## src/rtl/boot_pkg.sv

```systemverilog
// Shared types and header-field layout for the UART bootloader protocol engine.
package boot_pkg;

  typedef enum logic [2:0] {
    HDR,
    WR,
    RD_REQ,
    RD_WAIT,
    RD_SEND
  } boot_state_t;

  localparam int HDR_OP_BIT   = 31;
  localparam int HDR_ADDR_MSB = 30;
  localparam int HDR_ADDR_LSB = 16;
  localparam int HDR_LEN_MSB  = 15;
  localparam int HDR_LEN_LSB  = 0;

  localparam int BOOT_MAX_WORDS = 65535;

  // Byte lane select of a little-endian word; lane 0 is bits [7:0].
  function automatic logic [7:0] word_byte(input logic [31:0] w, input logic [1:0] idx);
    logic [7:0] b;
    case (idx)
      2'd0:    b = w[7:0];
      2'd1:    b = w[15:8];
      2'd2:    b = w[23:16];
      default: b = w[31:24];
    endcase
    return b;
  endfunction

endpackage

```

## src/rtl/boot_word_asm.sv

```systemverilog
// Little-endian byte-to-word assembler: four byte strobes build one 32-bit word.
// word/word_done present the completed word combinationally on the 4th byte.
module boot_word_asm (
  input  logic        clk,
  input  logic        rst_n,
  input  logic        clr,
  input  logic        byte_valid,
  input  logic [7:0]  byte_data,
  output logic [31:0] word,
  output logic [1:0]  byte_cnt,
  output logic        word_done
);

  logic [31:0] shreg;

  // New bytes enter at the top so the first byte ends up in bits [7:0].
  assign word      = {byte_data, shreg[31:8]};
  assign word_done = byte_valid && !clr && (byte_cnt == 2'd3);

  always_ff @(posedge clk or negedge rst_n) begin
    if (!rst_n) begin
      shreg    <= '0;
      byte_cnt <= '0;
    end else if (clr) begin
      shreg    <= '0;
      byte_cnt <= '0;
    end else if (byte_valid) begin
      shreg    <= word;
      byte_cnt <= byte_cnt + 2'd1;
    end
  end

endmodule

```

## src/rtl/uart_boot_ctrl.sv

```systemverilog
// UART bootloader protocol engine: header decode, IMEM write stream, DMEM read-back.
// Optional inter-byte gap watchdog enabled by defining BOOT_TIMEOUT_EN.
module uart_boot_ctrl
  import boot_pkg::*;
#(
  parameter int ADDR_WIDTH     = 11,
  parameter int DATA_WIDTH     = 32,
  parameter int TIMEOUT_CYCLES = 500_000
) (
  input  logic                  clk,
  input  logic                  rst_n,
  input  logic [7:0]            rx_data,
  input  logic                  rx_valid,
  output logic [7:0]            tx_data,
  output logic                  tx_valid,
  input  logic                  tx_ready,
  output logic                  imem_we,
  output logic [ADDR_WIDTH-1:0] imem_addr,
  output logic [DATA_WIDTH-1:0] imem_wdata,
  output logic                  dmem_re,
  output logic [ADDR_WIDTH-1:0] dmem_addr,
  input  logic [DATA_WIDTH-1:0] dmem_rdata,
  output logic                  cpu_hold,
  output logic                  busy,
  output boot_state_t           state_dbg
);

  // Handshake: a byte moves to the transmitter on a cycle where tx_valid && tx_ready;
  // tx_valid and tx_data stay constant until then. rx_valid is a one-cycle strobe.

  boot_state_t           state, state_next;
  logic [ADDR_WIDTH-1:0] addr;
  logic [15:0]           cnt;
  logic [1:0]            byte_idx;
  logic [31:0]           rd_word;

  logic        asm_clr, asm_valid, asm_done;
  logic [31:0] asm_word;
  logic [1:0]  asm_cnt;
  logic        rd_state, tx_acc, timeout_hit;
  logic        hdr_op;
  logic [15:0] hdr_len;

  assign rd_state  = (state == RD_REQ) || (state == RD_WAIT) || (state == RD_SEND);
  assign asm_valid = rx_valid && !rd_state;
  assign asm_clr   = rd_state || timeout_hit;
  assign hdr_op    = asm_word[HDR_OP_BIT];
  assign hdr_len   = asm_word[HDR_LEN_MSB:HDR_LEN_LSB];

  boot_word_asm u_asm (
    .clk        (clk),
    .rst_n      (rst_n),
    .clr        (asm_clr),
    .byte_valid (asm_valid),
    .byte_data  (rx_data),
    .word       (asm_word),
    .byte_cnt   (asm_cnt),
    .word_done  (asm_done)
  );

  assign tx_valid  = (state == RD_SEND);
  assign tx_data   = word_byte(rd_word, byte_idx);
  assign tx_acc    = tx_valid && tx_ready;
  assign dmem_re   = (state == RD_REQ);
  assign dmem_addr = addr;
  assign busy      = (state != HDR);
  assign state_dbg = state;

`ifdef BOOT_TIMEOUT_EN
  logic [31:0] gap_cnt;
  logic        gap_run;

  assign gap_run     = (asm_cnt != 2'd0) || (state != HDR);
  // Activity this cycle always wins, so a timeout never collides with a word completion.
  assign timeout_hit = gap_run && !rx_valid && !tx_acc &&
                       (gap_cnt == 32'(TIMEOUT_CYCLES - 1));

  always_ff @(posedge clk or negedge rst_n) begin
    if (!rst_n) begin
      gap_cnt <= '0;
    end else if (rx_valid || tx_acc || !gap_run || timeout_hit) begin
      gap_cnt <= '0;
    end else begin
      gap_cnt <= gap_cnt + 32'd1;
    end
  end
`else
  logic unused_timeout;
  assign timeout_hit    = 1'b0;
  assign unused_timeout = (TIMEOUT_CYCLES > 0);
`endif

  always_ff @(posedge clk or negedge rst_n) begin
    if (!rst_n) state <= HDR;
    else        state <= state_next;
  end

  always_comb begin
    state_next = state;
    case (state)
      HDR: begin
        if (asm_done && (hdr_len != 16'd0)) state_next = hdr_op ? WR : RD_REQ;
      end
      WR: begin
        if (asm_done && (cnt == 16'd1)) state_next = HDR;
      end
      RD_REQ:  state_next = RD_WAIT;
      RD_WAIT: state_next = RD_SEND;
      RD_SEND: begin
        if (tx_acc && (byte_idx == 2'd3)) state_next = (cnt == 16'd1) ? HDR : RD_REQ;
      end
      default: state_next = HDR;
    endcase
    if (timeout_hit) state_next = HDR;
  end

  always_ff @(posedge clk or negedge rst_n) begin
    if (!rst_n) begin
      addr       <= '0;
      cnt        <= '0;
      byte_idx   <= '0;
      rd_word    <= '0;
      imem_we    <= 1'b0;
      imem_addr  <= '0;
      imem_wdata <= '0;
    end else begin
      imem_we <= 1'b0;
      case (state)
        HDR: begin
          if (asm_done) begin
            addr <= asm_word[HDR_ADDR_LSB +: ADDR_WIDTH];
            cnt  <= hdr_len;
          end
        end
        WR: begin
          if (asm_done) begin
            imem_we    <= 1'b1;
            imem_addr  <= addr;
            imem_wdata <= asm_word;
            addr       <= addr + 1'b1;
            cnt        <= cnt - 16'd1;
          end
        end
        RD_WAIT: begin
          rd_word  <= dmem_rdata;
          byte_idx <= 2'd0;
        end
        RD_SEND: begin
          if (tx_acc) begin
            byte_idx <= byte_idx + 2'd1;
            if (byte_idx == 2'd3) begin
              addr <= addr + 1'b1;
              cnt  <= cnt - 16'd1;
            end
          end
        end
        default: ;
      endcase
    end
  end

  // Hold rises on the first header byte; an empty header or the end of a transfer releases it.
  always_ff @(posedge clk or negedge rst_n) begin
    if (!rst_n) begin
      cpu_hold <= 1'b0;
    end else if (timeout_hit) begin
      cpu_hold <= 1'b0;
    end else if ((state == HDR) && asm_valid) begin
      cpu_hold <= !(asm_done && (hdr_len == 16'd0));
    end else if ((state != HDR) && (state_next == HDR)) begin
      cpu_hold <= 1'b0;
    end
  end

endmodule

```

## config.mk

```make
export PLATFORM = sky130hd
export DESIGN_NAME = uart_boot_ctrl
export DESIGN_NICKNAME = d
export VERILOG_FILES = /design/src/rtl/boot_pkg.sv /design/src/rtl/boot_word_asm.sv /design/src/rtl/uart_boot_ctrl.sv
export SDC_FILE = /design/constraint.sdc
export NUM_CORES = 1
export LEC_CHECK = 0
export CAP_MARGIN = 20
export CORE_MARGIN = 5
export CORE_UTILIZATION = 30
export CTS_CLUSTER_SIZE = 8
export DETAILED_ROUTE_END_ITERATION = 8
export PLACE_DENSITY = 0.61
export SYNTH_ARGS = -nofsm -noshare
export SYNTH_HDL_FRONTEND = slang
export SYNTH_SLANG_ARGS = --single-unit
```

## constraint.sdc

```tcl
create_clock -name clk -period 1.75 [get_ports clk]
set_input_delay 0.2625 -clock clk [delete_from_list [all_inputs] [get_ports clk]]
set_output_delay 0.2625 -clock clk [all_outputs]
set_load 0.02 [all_outputs]
```

==> results_dict.tcl, run 1 <==
set metrics [dict create \
    p_clk_share_pct 20.6 \
    wl_per_cell_um 18.4 \
    power_density_mw_per_mm2 2020 \
    diodes 0 \
    violations "negative setup slack" \
    crit_fanout 8 \
    async_flop_share_pct 100 \
    cp.required_ns 1.49 \
    critical_path.top_delay_family "flip-flops" \
    ff_latch_area_mm2 0.00338 \
    hold_path_class "in -> async" \
    rows 52 \
    numCtsBuffers 17 \
    io_buffer_count 113 \
    grt_antenna_before_repair 0 \
    pwr-share-comb_pct 47.5 \
    grt_pass1_vias 5325 \
    grt_max_degree 56 \
    coreArea_mm2 0.0203 \
    slowest_delay_ns 0.45 \
    vias 4975 \
    rsz0062_at_grt "true" \
    drtAntennaViolNets 0 \
    fillers 1870 \
    dpl.hpwl_um 11900 \
    yosys_warnings 0 \
    period_minus_slack_ns 2.07 \
    intPower_mw 11.3 \
    cts_tree "yes" \
    postLayoutCellArea_mm2 0.00925 \
    drc 0 \
    clk_pin_slew_ns 0.06 \
    start_kind "flop" \
    worst_pin_slew_ns 0.490 \
    path_cells "buf_6 -> ha_4 -> a222oi_1 -> mux2i_1 -> buf_2" \
    grtUsageTotal_pct 14.8 \
    dr.pass1.iters 4 \
    die_area_mm2 0.0237 \
    cpMaxStageDelayCell "dfrtp_2" \
    fin_worst_skew_ns 0.0106 \
    slew_headroom_pct 67.3 \
    cts_htree_levels 4 \
    synth_area_mm2 0.00622 \
    ys_ff_latch 135 \
    root_buffer "clkbuf_16" \
    hold_viol_final 0 \
    p_sw_share_pct 39.1 \
    finalWorstSetupSlack_ns -0.324 \
    power_frac_seq_pct 31.9 \
    yosysTopAreaCell "dfrtp_1" \
    syn_nets 589 \
    seq_area_frac_synth_pct 54.3 \
    clock_path_buffers 2 \
    die_x_um 154 \
    ys_top_cells_by_area "dfrtp_1, mux2_2, mux2i_1, nor2_1, a21oi_1" \
    final_core_util_pct 45.5 \
    start_util_pct 30.6 \
    gp_congestion 0.848 \
    p_sw_mw 7.29 \
    drv_slew 0 \
    synth_flop_cell "dfrtp_1" \
    end_kind "primary output" \
    fmax_mhz 482 \
    worstSetupPathType "reg -> out" \
    setup_viol 31 \
    synth_edf_count 0 \
    postSynthCellCount 536 \
    leakagePower_nw 3.97 \
    cp_num_buf_inv 2 \
    cap_violations 0 \
    worstPathArrival_ns 1.81 \
    dp_slack_ns -0.376 \
    io_pins 114 \
    yosysMostFrequentCell "dfrtp_1" \
    drtIter0Drc 268 \
    multi_input_area_mm2 0.00294 \
    cts.sinks 135 \
    synth_common_cells "dfrtp_1, mux2_2, nor2_1, mux2i_1, a21oi_1" \
    drt-total-wl_um 18100 \
    drive_above_1_share_pct 35.1 \
    finalCritPeriodShare_pct 118 \
    overflow 0 \
    clock_latency_ns 0.42 \
    syn_area_per_cell_um2 11.6 \
    status "finished with violations" \
    via_per_inst 5.04 \
    ff2ff_setup_slack_ns -0.19 \
    grt_pass1_wl_um 28200 \
    synthToLayoutAreaGrowth_pct 48.7 \
    synth_top_area_share_pct 54.3 \
    nets 758 \
    dpl_cell_area_mm2 0.00806 \
    die_y_um 154 \
    peakVddDrop_mv 0.985 \
    synth_cell_types 52 \
]
-- flip-flops by register name, summed over array words and instances, names as in the netlist --
signal	cells
imem_wdata	32
rd_word	32
u_asm.shreg	24
cnt	16
dmem_addr	11
imem_addr	11
state_dbg	3
byte_idx	2
u_asm.byte_cnt	2
cpu_hold	1
imem_we	1
-- cell type report --
type | instances | area share [%]
inverter | 18 | 0.758
timing repair buffer | 183 | 20.3
clock inverter | 15 | 2.31
tap | 270 | 3.65
sequential | 135 | 36.6
multi-input combinational | 350 | 31.7
clock buffer | 17 | 4.60
-- worst register-to-register path, stage by stage (launching register included) --
cell and delay [ns]:
dfrtp_1 0.41, buf_6 0.13, nor4_4 0.32, nand3_2 0.13, or4_4 0.55, nor3_2 0.17
o32ai_1 0.10
-- layout by cell type (no fill, tap or decap), types with 4 or more instances in the layout --
cell type,netlist,routed
dfrtp_2,0,4
inv_6,0,4
o21ai_1,1,5
mux2i_1,34,34
a21oi_1,32,15
nor2_2,0,4
buf_4,0,45
o22ai_1,8,8
o21a_1,4,4
dfrtp_1,135,131
buf_2,13,9
bufinv_16,0,4
nand3_1,8,5
clkinv_4,0,4
buf_12,0,12
nand4_1,4,4
buf_6,0,11
a21oi_2,0,14
clkbuf_16,0,19
o2bb2ai_1,4,4
nor4_4,2,4
ha_4,0,4
mux2_2,74,74
a222oi_1,8,8
o21ai_0,15,8
dlygate4sd2_1,0,13
nand2_1,24,24
nor2_1,56,52
clkdlybuf4s50_1,0,85
nor4_1,8,5
inv_1,18,15
-- repair_timing --
| item | in CTS | in global routing |
|---|---|---|
| pin swaps | 9 | 20 |
| hold buffers | 1 | 0 |
| hold endpoints to repair | 28 | 0 |
| cloned | 3 | 3 |
| gates resized for setup | 85 | 62 |
| endpoints found under the setup margin | 33 | 78 |
| buffers inserted | 7 | 8 |
-- power by group through the flow --
| stage | Clock (mW) | Combinational [mW] | Sequential [mW] |
|---|---|---|---|
| after floorplan | 0 | 3.89 | 6.29 |
| after global placement | 0 | 7.97 | 5.89 |
| after detailed placement | 0 | 8.15 | 5.94 |
| after CTS | 3.92 | 8.33 | 5.94 |
| after global routing | 4.08 | 9.52 | 6.16 |
| final | 3.84 | 8.85 | 5.95 |
-- stage by stage --
stage,power (mW),setup TNS (ns),hold WS [ns],std cells
2_1_floorplan,10.2,-0.828,-0.0331,536
3_3_place_gp,13.9,-2.26,0.244,936
3_5_place_dp,14.1,-3.27,0.254,936
4_1_cts,18.2,-8.30,0.356,979
5_1_grt,19.8,-6.74,0.393,988
6_report,18.6,-4.13,0.346,988
-- routing by layer --
layer	track usage (%)	vias up	wire [um]	share of wire, %
met5	0	-	0	0
met4	5.21	0	375	2.1
met3	5.03	32	1230	6.8
met2	23.7	171	8810	49
met1	18.6	2502	7720	43
li1	-	2270	-	-
-- worst paths after layout --
check | to | cells past startpoint | from
setup / recovery | tx_data[2] | 5 | byte_idx[0]
hold / removal | rd_word[16] | 2 | rst_n
setup reg to reg | state_dbg[0] | 6 | cnt[7]
hold reg to reg | imem_wdata[8] | 1 | imem_wdata[8]
max in group asynchronous | u_asm.byte_cnt[0] | 3 | rst_n
min in group clk | rd_word[30] | 2 | dmem_rdata[30]
-- cells by family (layout without fill, tap and decap cells) --
group                    Yosys count  count (layout)  synth area share [%]
flip-flops                       135             135                  54.3
AND/OR/NAND/NOR                  132             132                  10.8
multiplexers                     109             109                  19.1
AO/OA/AOI/OAI                     98              98                  10.4
buffers and inverters             51             233                  3.34
adder cells (fa/ha/maj)            9               9                  1.81
XOR/XNOR                           2               2                 0.282
No activity file was read; power rests on OpenSTA's default activity.
==> run 2, diff against run 1 <==
- CAP_MARGIN: 20 -> unset
- CTS_CLUSTER_SIZE: 8 -> 10
==> results of run 2 <==
The final DEF is identical to that of run 1; final timing and power are the same.
==> run 3, diff against run 2 <==
- CORE_MARGIN: 5 -> 1.5
- GPL_TIMING_DRIVEN: unset -> 0
- PLACE_DENSITY: 0.61 -> 0.6
- clock period: 1.75 -> 2.62 ns (I/O delays scaled with it)
==> results_dict.tcl, run 3 (same netlist as run 1, synthesis figures left out) <==
set metrics [dict create \
    status "finished clean" \
    intPower_mw 6.73 \
    hold_viol_final 0 \
    die_area_mm2 0.0216 \
    leakagePower_nw 3.52 \
    grt_antenna_before_repair 0 \
    fin_worst_skew_ns 0.0128 \
    p_sw_mw 4.47 \
    slew_headroom_pct 46.4 \
    diodes 0 \
    cts_tree "yes" \
    drc 0 \
    start_kind "flop" \
    setup_viol 0 \
    wl_per_cell_um 18.3 \
    dpl.cell_count 920 \
    die_y_um 147 \
    grt_pass1_vias 5073 \
    timing.rr.end "imem_wdata[4]" \
    worst_pin_slew_ns 0.805 \
    final_common_cell "dfrtp_1" \
    synthToLayoutAreaGrowth_pct 33.3 \
    worstSetupPathType "reg -> out" \
    fin_cells 948 \
    grt_max_degree 87 \
    mostFrequentLayoutCells "dfrtp_1, clkdlybuf4s50_1, mux2_2" \
    power_density_mw_per_mm2 1350 \
    clock_path_buffers 2 \
    cts_htree_levels 4 \
    numCtsBuffers 17 \
    cts.sinks 135 \
    via_per_inst 5.07 \
    end_kind "primary output" \
    p_sw_share_pct 39.9 \
    reg_top3 "imem_wdata x32, rd_word x32, u_asm.shreg x24" \
    busiest_layer "met2" \
    nets 719 \
    crit_fanout 10 \
    drv_slew 0 \
    gp_congestion 0.836 \
    clock_latency_ns 0.42 \
    worstPathArrival_ns 2.12 \
    hold_path_class "in -> async" \
    rows 52 \
    drtIter0Drc 380 \
    root_buffer "clkbuf_16" \
    period_minus_slack_ns 2.51 \
    start_util_pct 30.6 \
    grtUsageMet1_pct 21.2 \
    dpl.hpwl_um 12200 \
    final_core_util_pct 40.8 \
    vias 4810 \
    cap_violations 0 \
    finalWorstSetupSlack_ns 0.110 \
    reg2reg_depth 5 \
    io_buffer_count 113 \
    finalCritPeriodShare_pct 95.8 \
    met2_usage_pct 26.8 \
    drive_above_1_share_pct 19.9 \
    pwr-share-comb_pct 43.3 \
    overflow 0 \
    cp-startpoint "state_dbg[1]" \
    power_frac_seq_pct 35.9 \
    hold_ws_ns 0.497 \
    rsz0062_at_grt "false" \
    cp.required_ns 2.23 \
    clk_pin_slew_ns 0.07 \
    dp_slack_ns -0.0347 \
    peakVddDrop_mv 0.676 \
    io_pins 114 \
    grtUsageTotal_pct 16.6 \
    drt-total-wl_um 17300 \
    drtAntennaViolNets 0 \
    dr.pass1.iters 5 \
    use_met3_pct 4.94 \
    power_mw 11.2 \
    coreArea_mm2 0.0203 \
    p_clk_share_pct 20.8 \
    ff2ff_setup_slack_ns 0.30 \
    die_x_um 147 \
    grt_pass1_wl_um 27800 \
    fmax_mhz 398 \
    reg2reg_from "state_dbg[2]" \
]
## run 3: critical path, cell delays in order (launching register included)
cell             delay [ns]
dfrtp_1                0.43
clkbuf_1               0.36
nand2b_1               0.12
nor2_1                 0.15
clkdlybuf4s50_1        0.63
## run 3: power by group through the flow
| stage | sequential [mW] | combinational, mW | clock [mW] |
|---|---|---|---|
| after floorplan | 4.19 | 2.56 | 0 |
| after global placement | 3.99 | 4.87 | 0 |
| after detailed placement | 4.03 | 4.95 | 0 |
| after CTS | 4.02 | 4.89 | 2.38 |
| after global routing | 4.16 | 5.29 | 2.48 |
| final | 4.02 | 4.85 | 2.32 |
## run 3: cell type report
cell class	count	area, um2
fillers	1932	12000
clock inverters	11	125
inverters	18	67.6
clock buffers	20	447
well taps	270	338
flip-flops and latches	135	3380
repair buffers	115	1160
plain buffers	29	125
multi-input cells	350	2650
## run 3: timing repair
| action | CTS | global route |
|---|---|---|
| pin swaps | 2 | 1 |
| setup endpoints to repair | 9 | 2 |
| buffers inserted | 0 | 0 |
| hold buffers | 1 | 0 |
| resized for setup | 13 | 2 |
| endpoints found under the hold margin | 49 | 0 |
## run 3: routing by layer
| layer | share of wire, % | routed length [um] | up-vias |
|---|---|---|---|
| li1 | - | - | 2205 |
| met5 | 0 | 0 | - |
| met3 | 7.1 | 1230 | 34 |
| met1 | 45 | 7740 | 2388 |
| met2 | 46 | 8030 | 183 |
| met4 | 2.0 | 341 | 0 |
## run 3: how the worst max path moves through the flow
stage / slack (ns) / end / cells past startpoint
floorplan: 0.74 / imem_wdata[31] / 5
global placement: -4.15 / imem_wdata[13] / 1
detailed placement: -0.03 / imem_wdata[10] / 5
CTS: 0.07 / tx_data[3] / 5
global route: 0.004 / dmem_re / 4
finish: 0.11 / dmem_re / 4
## run 3: through the flow
stage	setup TNS [ns]	instance area, um2
after floorplan	0	6220
after global placement	-558.77	7690
after detailed placement	-0.374	7710
after CTS	0	8280
after global routing	0	8290
final	0	8290
